$ cat src/rtl/io_channel_ctrl.sv
// Purpose: character I/O channel controller owning INPR/OUTR, FGI/FGO, IEN and R; executes INP/OUT/SKI/SKO/ION/IOF.
// Latency: every flag and register updates on the edge after the qualifying input; skip is combinational.
// Backpressure: dev_in_ready = !FGI holds the input device off; dev_out_valid = !FGO holds until dev_out_ready.
// Optional build macro IO_CTRL_OVERRUN_EN: sticky ovr on out_exec while FGO=0 or inp_exec while FGI=0.
module io_channel_ctrl #(
    parameter int WIDTH = 8
) (
    input  logic             clk,
    input  logic             rst,
    input  logic [15:0]      ac_in,
    input  logic             inp_exec,
    input  logic             out_exec,
    input  logic             ski,
    input  logic             sko,
    input  logic             ion,
    input  logic             iof,
    input  logic             int_window,
    input  logic             int_ack,
    output logic [WIDTH-1:0] inpr_out,
    output logic             skip,
    output logic             fgi,
    output logic             fgo,
    output logic             ien,
    output logic             int_req,
    input  logic [WIDTH-1:0] dev_in_data,
    input  logic             dev_in_valid,
    output logic             dev_in_ready,
    output logic [WIDTH-1:0] dev_out_data,
    output logic             dev_out_valid,
    input  logic             dev_out_ready,
    output logic             ovr
);

    typedef enum logic { IN_EMPTY = 1'b0, IN_FULL = 1'b1 } in_state_t;
    typedef enum logic { OUT_IDLE = 1'b0, OUT_SEND = 1'b1 } out_state_t;

    in_state_t        in_state, in_state_nxt;
    out_state_t       out_state, out_state_nxt;
    logic [WIDTH-1:0] inpr_q, inpr_nxt;
    logic [WIDTH-1:0] outr_q, outr_nxt;
    logic             ien_q, ien_nxt;
    logic             r_q, r_nxt;

    // Flags are decoded straight from the FSM states so they can never disagree.
    assign fgi           = (in_state == IN_FULL);
    assign fgo           = (out_state == OUT_IDLE);
    assign dev_in_ready  = !fgi;
    assign dev_out_valid = !fgo;
    assign dev_out_data  = outr_q;
    assign inpr_out      = inpr_q;
    assign ien           = ien_q;
    assign int_req       = r_q;
    assign skip          = (ski & fgi) | (sko & fgo);

    // State register for both channels, interrupt flops and data registers.
    always_ff @(posedge clk) begin
        if (rst) begin
            in_state  <= IN_EMPTY;
            out_state <= OUT_IDLE;
            inpr_q    <= '0;
            outr_q    <= '0;
            ien_q     <= 1'b0;
            r_q       <= 1'b0;
        end else begin
            in_state  <= in_state_nxt;
            out_state <= out_state_nxt;
            inpr_q    <= inpr_nxt;
            outr_q    <= outr_nxt;
            ien_q     <= ien_nxt;
            r_q       <= r_nxt;
        end
    end

    // Input channel: capture one character per EMPTY period, release on INP.
    always_comb begin
        in_state_nxt = in_state;
        inpr_nxt     = inpr_q;
        case (in_state)
            IN_EMPTY: begin
                if (dev_in_valid) begin
                    inpr_nxt     = dev_in_data;
                    in_state_nxt = IN_FULL;
                end
            end
            IN_FULL: begin
                // A simultaneous device offer is not captured; ready rises next cycle.
                if (inp_exec) in_state_nxt = IN_EMPTY;
            end
            default: in_state_nxt = IN_EMPTY;
        endcase
    end

    // Output channel: OUT loads OUTR and starts a send; device ready completes it.
    always_comb begin
        out_state_nxt = out_state;
        outr_nxt      = outr_q;
        case (out_state)
            OUT_IDLE: begin
                if (out_exec) begin
                    outr_nxt      = ac_in[WIDTH-1:0];
                    out_state_nxt = OUT_SEND;
                end
            end
            OUT_SEND: begin
`ifdef IO_CTRL_OVERRUN_EN
                // OUT during a send is dropped (flagged as overrun below).
                if (dev_out_ready) out_state_nxt = OUT_IDLE;
`else
                // OUT during a send replaces the character; the device took the old
                // one if it was ready this cycle, and the new one is still pending.
                if (out_exec) begin
                    outr_nxt      = ac_in[WIDTH-1:0];
                    out_state_nxt = OUT_SEND;
                end else if (dev_out_ready) begin
                    out_state_nxt = OUT_IDLE;
                end
`endif
            end
            default: out_state_nxt = OUT_IDLE;
        endcase
    end

    // IEN: int_ack beats iof beats ion. R: set on a qualified window, held until int_ack.
    always_comb begin
        ien_nxt = ien_q;
        if (int_ack)  ien_nxt = 1'b0;
        else if (iof) ien_nxt = 1'b0;
        else if (ion) ien_nxt = 1'b1;

        r_nxt = r_q;
        if (int_ack)                                r_nxt = 1'b0;
        else if (int_window && ien_q && (fgi || fgo)) r_nxt = 1'b1;
    end

`ifdef IO_CTRL_OVERRUN_EN
    logic ovr_q;

    // Sticky overrun: protocol misuse of OUT or INP, cleared only by reset.
    always_ff @(posedge clk) begin
        if (rst)                                       ovr_q <= 1'b0;
        else if ((out_exec && !fgo) || (inp_exec && !fgi)) ovr_q <= 1'b1;
    end

    assign ovr = ovr_q;
`else
    assign ovr = 1'b0;
`endif

endmodule

$ cat config.mk
export PLATFORM = sky130hd
export DESIGN_NAME = io_channel_ctrl
export DESIGN_NICKNAME = d
export VERILOG_FILES = /design/src/rtl/io_channel_ctrl.sv
export SDC_FILE = /design/constraint.sdc
export NUM_CORES = 1
export LEC_CHECK = 0
export CORE_UTILIZATION = 30
export DETAILED_ROUTE_END_ITERATION = 10
export PLACE_DENSITY = 0.81
export SLEW_MARGIN = 10
export SYNTH_ARGS = -nofsm -noshare
export SYNTH_HDL_FRONTEND = slang
export SYNTH_SLANG_ARGS = --single-unit
$ cat constraint.sdc
create_clock -name clk -period 1.15 [get_ports clk]
set_clock_uncertainty 0.15 [all_clocks]
set_input_delay 0.345 -clock clk [delete_from_list [all_inputs] [get_ports clk]]
set_output_delay 0.345 -clock clk [all_outputs]
set_load 0.02 [all_outputs]
Word level (Yosys, flattened, before mapping) --
Cells that the tools add are included. W data, S select, Z words.
Storage, ports and cells: bits in registers 20, bits of input ports 36, word-level logic and storage cells 26
Operators by class: reductions and logical operators 7, multiplexer cells 8, bitwise gates (word level) 5
Operators by type and width (count):
- $mux W8 | 1
- $mux W1 | 5
- $pmux W1 S2 | 2
- $reduce_or A3 Y1 | 1
- $and A1 B1 Y1 | 2
- $logic_and A1 B1 Y1 | 2
- $not A1 Y1 | 2
- $reduce_and A2 Y1 | 1
- $reduce_or A2 Y1 | 1
- $logic_not A1 Y1 | 1
- $logic_or A1 B1 Y1 | 1
- $or A1 B1 Y1 | 1

Depth between registers and ports, before layout --
Gate-level depths: netlist of the first run.
depth in word-level cells 3, mapped depth 4, depth with buffers taken out 3

Least setup slack after synthesis of the first run --
No wires, ideal clock.
kind reg-to-output, start register out_state, in the netlist dev_out_valid, end output port skip, slack -0.273 ns, arrival 0.928 ns, stages on the path, launching flop included 3, buffers on the path 0, cell sequence dfxtp_1 > inv_1 > a22o_2
On the way: longest elaborated chain between the ends 3
RTL lines:
- from (decl) | line 38 | out_state_t out_state, out_state_nxt;
- from (signal assigned) | line 66 | out_state <= out_state_nxt;
- $not A1 Y1
- net fgo | line 22 | output logic fgo,
- $and A1 B1 Y1 | line 53 | assign skip = (ski & fgi) | (sko & fgo);
- $or A1 B1 Y1 | line 53
- to (decl) | line 20 | output logic skip,
The timed path passes the listed nets, and every way through them passes these cells.

Final worst setup path of the first run --
start register out_state, in the netlist dev_out_valid, end output port skip
On the way: longest elaborated chain between the ends 3
RTL lines (line):
- $not A1 Y1
- $and A1 B1 Y1 | 53
- $or A1 B1 Y1 | 53
Every way passes these cells.

==> results_dict.tcl, run 1 <==
set metrics [dict create \
    clk_pin_slew_ns 0.12 \
    design_area_sq_mm 0.00157 \
    r2r_cells 6 \
    firstDrtPassIters 3 \
    antenna_cells 0 \
    cts_buffers 3 \
    hold_path.class "reg2reg" \
    ys_top_cells_by_area "dfxtp_1 (54%), mux2i_1 (11%), nand2_1 (8.1%)" \
    hold_viol_final 0 \
    clkSinkCount 20 \
    grt_max_degree 13 \
    cap_violations 0 \
    cts_buffer_depth 2 \
    drc 0 \
    r2r_start "fgi" \
    setup_ws_ns -0.390 \
    ys_seq_area_share_pct 54.3 \
    syn_avg_cell_area_sq_um 8.99 \
    ios 60 \
    drive_gt1_share_pct 55.8 \
    placed_cells 162 \
    synthCells 82 \
    route.vias.total 759 \
    gp_congestion 0.630 \
    hold_ws_ns 0.315 \
    num_rows 17 \
    core_area_sq_mm 0.00225 \
    min_path_cells 2 \
    arrival_ns 1.04 \
    grt_pass1_wl_mm 2.99 \
    start_util_pct 32.7 \
    slowest_delay_ns 0.38 \
    crit_chain "inv_4 -> a22o_4 -> buf_6" \
    grt-ovfl-total 0 \
    cp_slowest_cell "dfxtp_4" \
    cp.depth 3 \
    die-area_sq_mm 0.00266 \
    status "finished, violations left" \
    worstSetupEndpointType "output pin" \
    cts_tree "done" \
    hold_buffers 0 \
    syn-num-nets 118 \
    synth.ff_latch_count 20 \
    wl_per_cell_um 12.4 \
    violations "setup timing" \
    power_w 0.00164 \
    finalSetupViolations 32 \
    yosysTopAreaCellShare_pct 54.3 \
    ant_nets 0 \
    syn-cell-area_sq_um 737 \
    portBuffers 50 \
    synth_top_cell_by_area "dfxtp_1" \
    antenna_found_initial 0 \
    place_area_sq_mm 0.00131 \
    timing.final.crit_share_pct 134 \
    path_buf_inv 2 \
    p_per_area_mw_per_mm2 1040 \
    viasPerCell 4.34 \
    syn_to_final_growth_pct 113 \
    detail_route.iter0.violations 7 \
    required_ns 0.65 \
    die_w_um 51.6 \
    fin_nets 184 \
    crit_fanout 2 \
    critical-path-top-delay-family "flip-flops" \
    reg2reg_slack_ns -0.13 \
    worstHoldEndpoint "inpr_out[5]" \
    grt.total_usage_pct 16.4 \
    final-max-slew-violation-count 0 \
    period_minus_slack_ns 1.54 \
    worstSkewPairLatency_ns 0.30 \
    cts_root_buf "clkbuf_4" \
    grt_pass1_vias 664 \
    hp-start "inpr_out[5]" \
    start_kind "flip-flop" \
    htree_num_levels 1 \
    r2r_end "inpr_out[7]" \
    vdd_ir_drop_max_mv 0.682 \
    totalWireLength_mm 2.17 \
    rsz0062_at_grt "true" \
    crit_type "reg2out" \
    fmax_mhz 650 \
    finalSetupTns_ns -4.32 \
    die_height_um 51.6 \
    hpwlAfterDp_mm 1.49 \
    synth_warnings 0 \
    stdcell_count 175 \
    num-fill-cells 177 \
    yosysUniqueCellTypes 19 \
    p_leak_nw 0.714 \
]
==> synthesized netlist by cell type (all sizes together) <==
cell type,instances
nor2,10
a22o,1
nand2,16
clkbuf,2
nor3,1
nand2b,2
a31oi,1
nor4,1
or2b,1
buf,4
a21oi,10
nor2b,1
mux2i,8
inv,3
dfxtp,20
conb,1
==> routing by layer <==
metal / GRT usage, % / share of wire (%)
met1: 15.2 / 37
met3: 5.85 / 8.8
met2: 29.9 / 52
met4: 10.8 / 2.4
met5: 0 / 0
==> cell families (layout without fill, tap and decap cells) <==
logic type             after synthesis  after routing  share of synthesized area [%]
muxes                                8              8                           10.9
DFF                                 20             20                           54.3
buffers and inverters                9             74                           6.96
other                                1              1                          0.509
and+or+nand+nor                     32             32                           18.3
AOI/OAI and AO/OA                   12             12                           9.00
==> per-stage QoR <==
step	utilization (%)	worst slack [ns]
2_1_floorplan	-	-0.0278
3_3_place_gp	58.0	-0.881
3_5_place_dp	58.0	-0.884
4_1_cts	64.3	-0.392
5_1_grt	69.6	-0.423
6_report	69.6	-0.390
==> report_power, final <==
group | switching (W) | internal, W | total, W
Clock | 0.000217 | 0.000193 | 0.000410
Sequential | 0.0000302 | 0.000738 | 0.000768
Combinational | 0.000191 | 0.000268 | 0.000459
Total | 0.000438 | 0.00120 | 0.00164
==> cells in the final DEF (no fill, tap or decap), types with 2 or more instances in the layout <==
master           instances
a21oi_1                  3
clkbuf_4                 3
dfxtp_2                 18
mux2i_1                  8
dlygate4sd2_1            4
buf_6                   27
nand2_4                  5
dfxtp_4                  2
nor2_1                  10
clkdlybuf4s50_1         23
nand2_1                 10
a21oi_2                  7
buf_4                   12
==> sequential cells by signal, summed over array words and instances, names as in the netlist <==
name and count:
dev_out_data 8, int_req 1, dev_out_valid 1, inpr_out 8
fgi 1, ien 1
==> worst max-delay path by stage <==
stage	start	end	slack, ns
5_1_grt	dev_out_valid	skip	-0.42
4_1_cts	dev_out_valid	skip	-0.39
6_report	dev_out_valid	skip	-0.39
2_1_floorplan	dev_out_valid	skip	-0.03
3_5_place_dp	ski	skip	-0.88
3_3_place_gp	ski	skip	-0.88
==> worst min-delay path: stages (launching register included) <==
cell	delay [ns]
dfxtp_2	0.34
nand2_1	0.05
a21oi_1	0.05
==> layout make-up <==
cell class	instances	area (sq um)	area share, %
inverter	3	13.8	0.877
timing repair buffer	67	679	43.3
sequential	20	430	27.4
tap	28	35.0	2.23
multi-input combinational	53	374	23.8
clock buffer	4	36.3	2.31
==> what timing repair did <==
item                                    CTS  global route
setup buffers                             5             4
pin swaps                                 2             8
endpoints found under the setup margin   37            32
gates resized for setup                 167            24
(Power assumes the default switching activity.)
==> run 2, diff against run 1 <==
CORE_MARGIN = 5   (was not set)
==> results_dict.tcl, run 2 (same netlist as run 1, synthesis figures left out) <==
set metrics [dict create \
    worstSkewPairLatency_ns 0.29 \
    ant_nets 0 \
    rsz0062_at_grt "true" \
    num_rows 18 \
    required_ns 0.65 \
    htree_num_levels 1 \
    p_int_w 0.00112 \
    seq_area_sq_um 430 \
    cts_root_buf "clkbuf_4" \
    vdd_ir_drop_max_mv 0.680 \
    start_util_pct 30.6 \
    grt.total_usage_pct 13.7 \
    detail_route.iter0.violations 8 \
    place_area_sq_mm 0.00130 \
    die-area_sq_mm 0.00355 \
    core_area_sq_mm 0.00241 \
    portBuffers 50 \
    final_common_cell "buf_6" \
    clk_pin_slew_ns 0.11 \
    cts_tree "done" \
    r2r_start "fgi" \
    cap_violations 0 \
    power.switching_w 0.000425 \
    multi_input_area_sq_um 357 \
    timing.final.crit_share_pct 133 \
    violations "setup timing" \
    antenna_cells 0 \
    final-max-slew-violation-count 0 \
    p_leak_nw 0.657 \
    die_w_um 59.6 \
    die_height_um 59.6 \
    crit_type "reg2out" \
    hold_path.class "reg2reg" \
    hpwlAfterDp_mm 1.69 \
    firstDrtPassIters 2 \
    worstSetupEndpointType "output pin" \
    totalWireLength_mm 2.38 \
    setup_ws_ns -0.378 \
    final_cell_mix "buf_6 (27), clkdlybuf4s50_1 (23), dfxtp_2 (18)" \
    swShare_pct 27.4 \
    antenna_found_initial 0 \
    clkSinkCount 20 \
    status "finished, violations left" \
    period_minus_slack_ns 1.53 \
    grt_pass1_wl_mm 3.62 \
    grt-ovfl-total 0 \
    cts_buffer_depth 2 \
    viasPerCell 4.63 \
    drive_gt1_share_pct 54.2 \
    hold_buffers 0 \
    drc 0 \
    setup.worst_path.start "dev_out_valid" \
    grt_pass1_vias 858 \
    fmax_mhz 655 \
    crit_fanout 2 \
    arrival_ns 1.03 \
    design_area_sq_mm 0.00151 \
    power_frac_seq_pct 49.6 \
    hold_viol_final 0 \
    syn_to_final_growth_pct 105 \
    ios 60 \
    hp-start "inpr_out[3]" \
    finalSetupViolations 31 \
    wl_per_cell_um 13.7 \
    num-fill-cells 205 \
    route.vias.total 805 \
    comb_power_share_pct 28.2 \
    cp_slowest_cell "dfxtp_4" \
    start_kind "flip-flop" \
    fin_nets 181 \
    grt_max_degree 14 \
    crit_chain "inv_4 -> a22o_4 -> buf_6" \
    clockPowerShare_pct 22.2 \
    cts_buffers 3 \
    slowest_delay_ns 0.38 \
    p_per_area_mw_per_mm2 1030 \
    post-route-util_pct 62.6 \
    gp_congestion 0.689 \
]
## run 2: changes by cell type in the layout (fill, tap and decap cells not counted), sizes merged
| cell | delta |
|---|---|
| buf | -3 |
## run 2: path summary, 6_finish.rpt
| check | endpoint | slack, ns | cells after the start |
|---|---|---|---|
| setup / recovery | skip | -0.38 | 3 |
| hold / removal | inpr_out[3] | 0.32 | 2 |
| setup reg to reg | inpr_out[7] | -0.15 | 6 |
| hold reg to reg | inpr_out[3] | 0.32 | 2 |
## run 2: layout make-up
| cell class | instances | area share (%) |
|---|---|---|
| Inverter | 3 | 0.912 |
| Multi-Input combinational cell | 53 | 23.6 |
| Sequential cell | 20 | 28.5 |
| Tap cell | 30 | 2.49 |
| Timing Repair Buffer | 64 | 42.7 |
| Clock buffer | 4 | 1.74 |
## run 2: repair_timing
| action | 4_1_cts | 5_1_grt |
|---|---|---|
| buffers inserted | 5 | 2 |
| pin swaps | 2 | 7 |
| resized for setup | 170 | 13 |
| setup endpoints to repair | 40 | 34 |
## run 2: routing by layer
metal / vias up / track usage [%] / wire length (um)
li1: 391 / - / -
met1: 375 / 13.9 / 865
met2: 35 / 24.5 / 1270
met3: 4 / 4.58 / 221
met4: 0 / 7.59 / 31
met5: - / 0 / 0
## run 2: power by group through the flow
stage	Combinational, W	Sequential, W	Clock, W
5_1_grt	0.000464	0.000775	0.000393
2_1_floorplan	0.000111	0.000819	0
3_5_place_dp	0.000372	0.000772	0
4_1_cts	0.000411	0.000768	0.000360
6_report	0.000437	0.000768	0.000343
3_3_place_gp	0.000363	0.000769	0
## run 2: through the flow
| step | instances | setup TNS (ns) | worst slack (ns) | power (W) | hold WS (ns) |
|---|---|---|---|---|---|
| after floorplan | 82 | -0.0278 | -0.0278 | 0.000930 | 0.271 |
| after CTS | 172 | -4.57 | -0.399 | 0.00154 | 0.319 |
| final | 174 | -4.35 | -0.378 | 0.00155 | 0.321 |
| after global routing | 174 | -6.01 | -0.434 | 0.00163 | 0.336 |
| after detailed placement | 163 | -13.78 | -0.897 | 0.00114 | 0.299 |
| after global placement | 163 | -12.90 | -0.884 | 0.00113 | 0.291 |
## run 2: worst max-delay path: cells and delay by family, from the launching register on
family	cells	cell delay, ns
AOI/OAI and AO/OA	1	0.20
buffers and inverters	2	0.16
DFF	1	0.38
==> run 3, diff against run 2 <==
CTS_CLUSTER_DIAMETER = 150   (was not set)
==> results of run 3 <==
No change in the layout: final DEF, timing and power equal those of run 2.
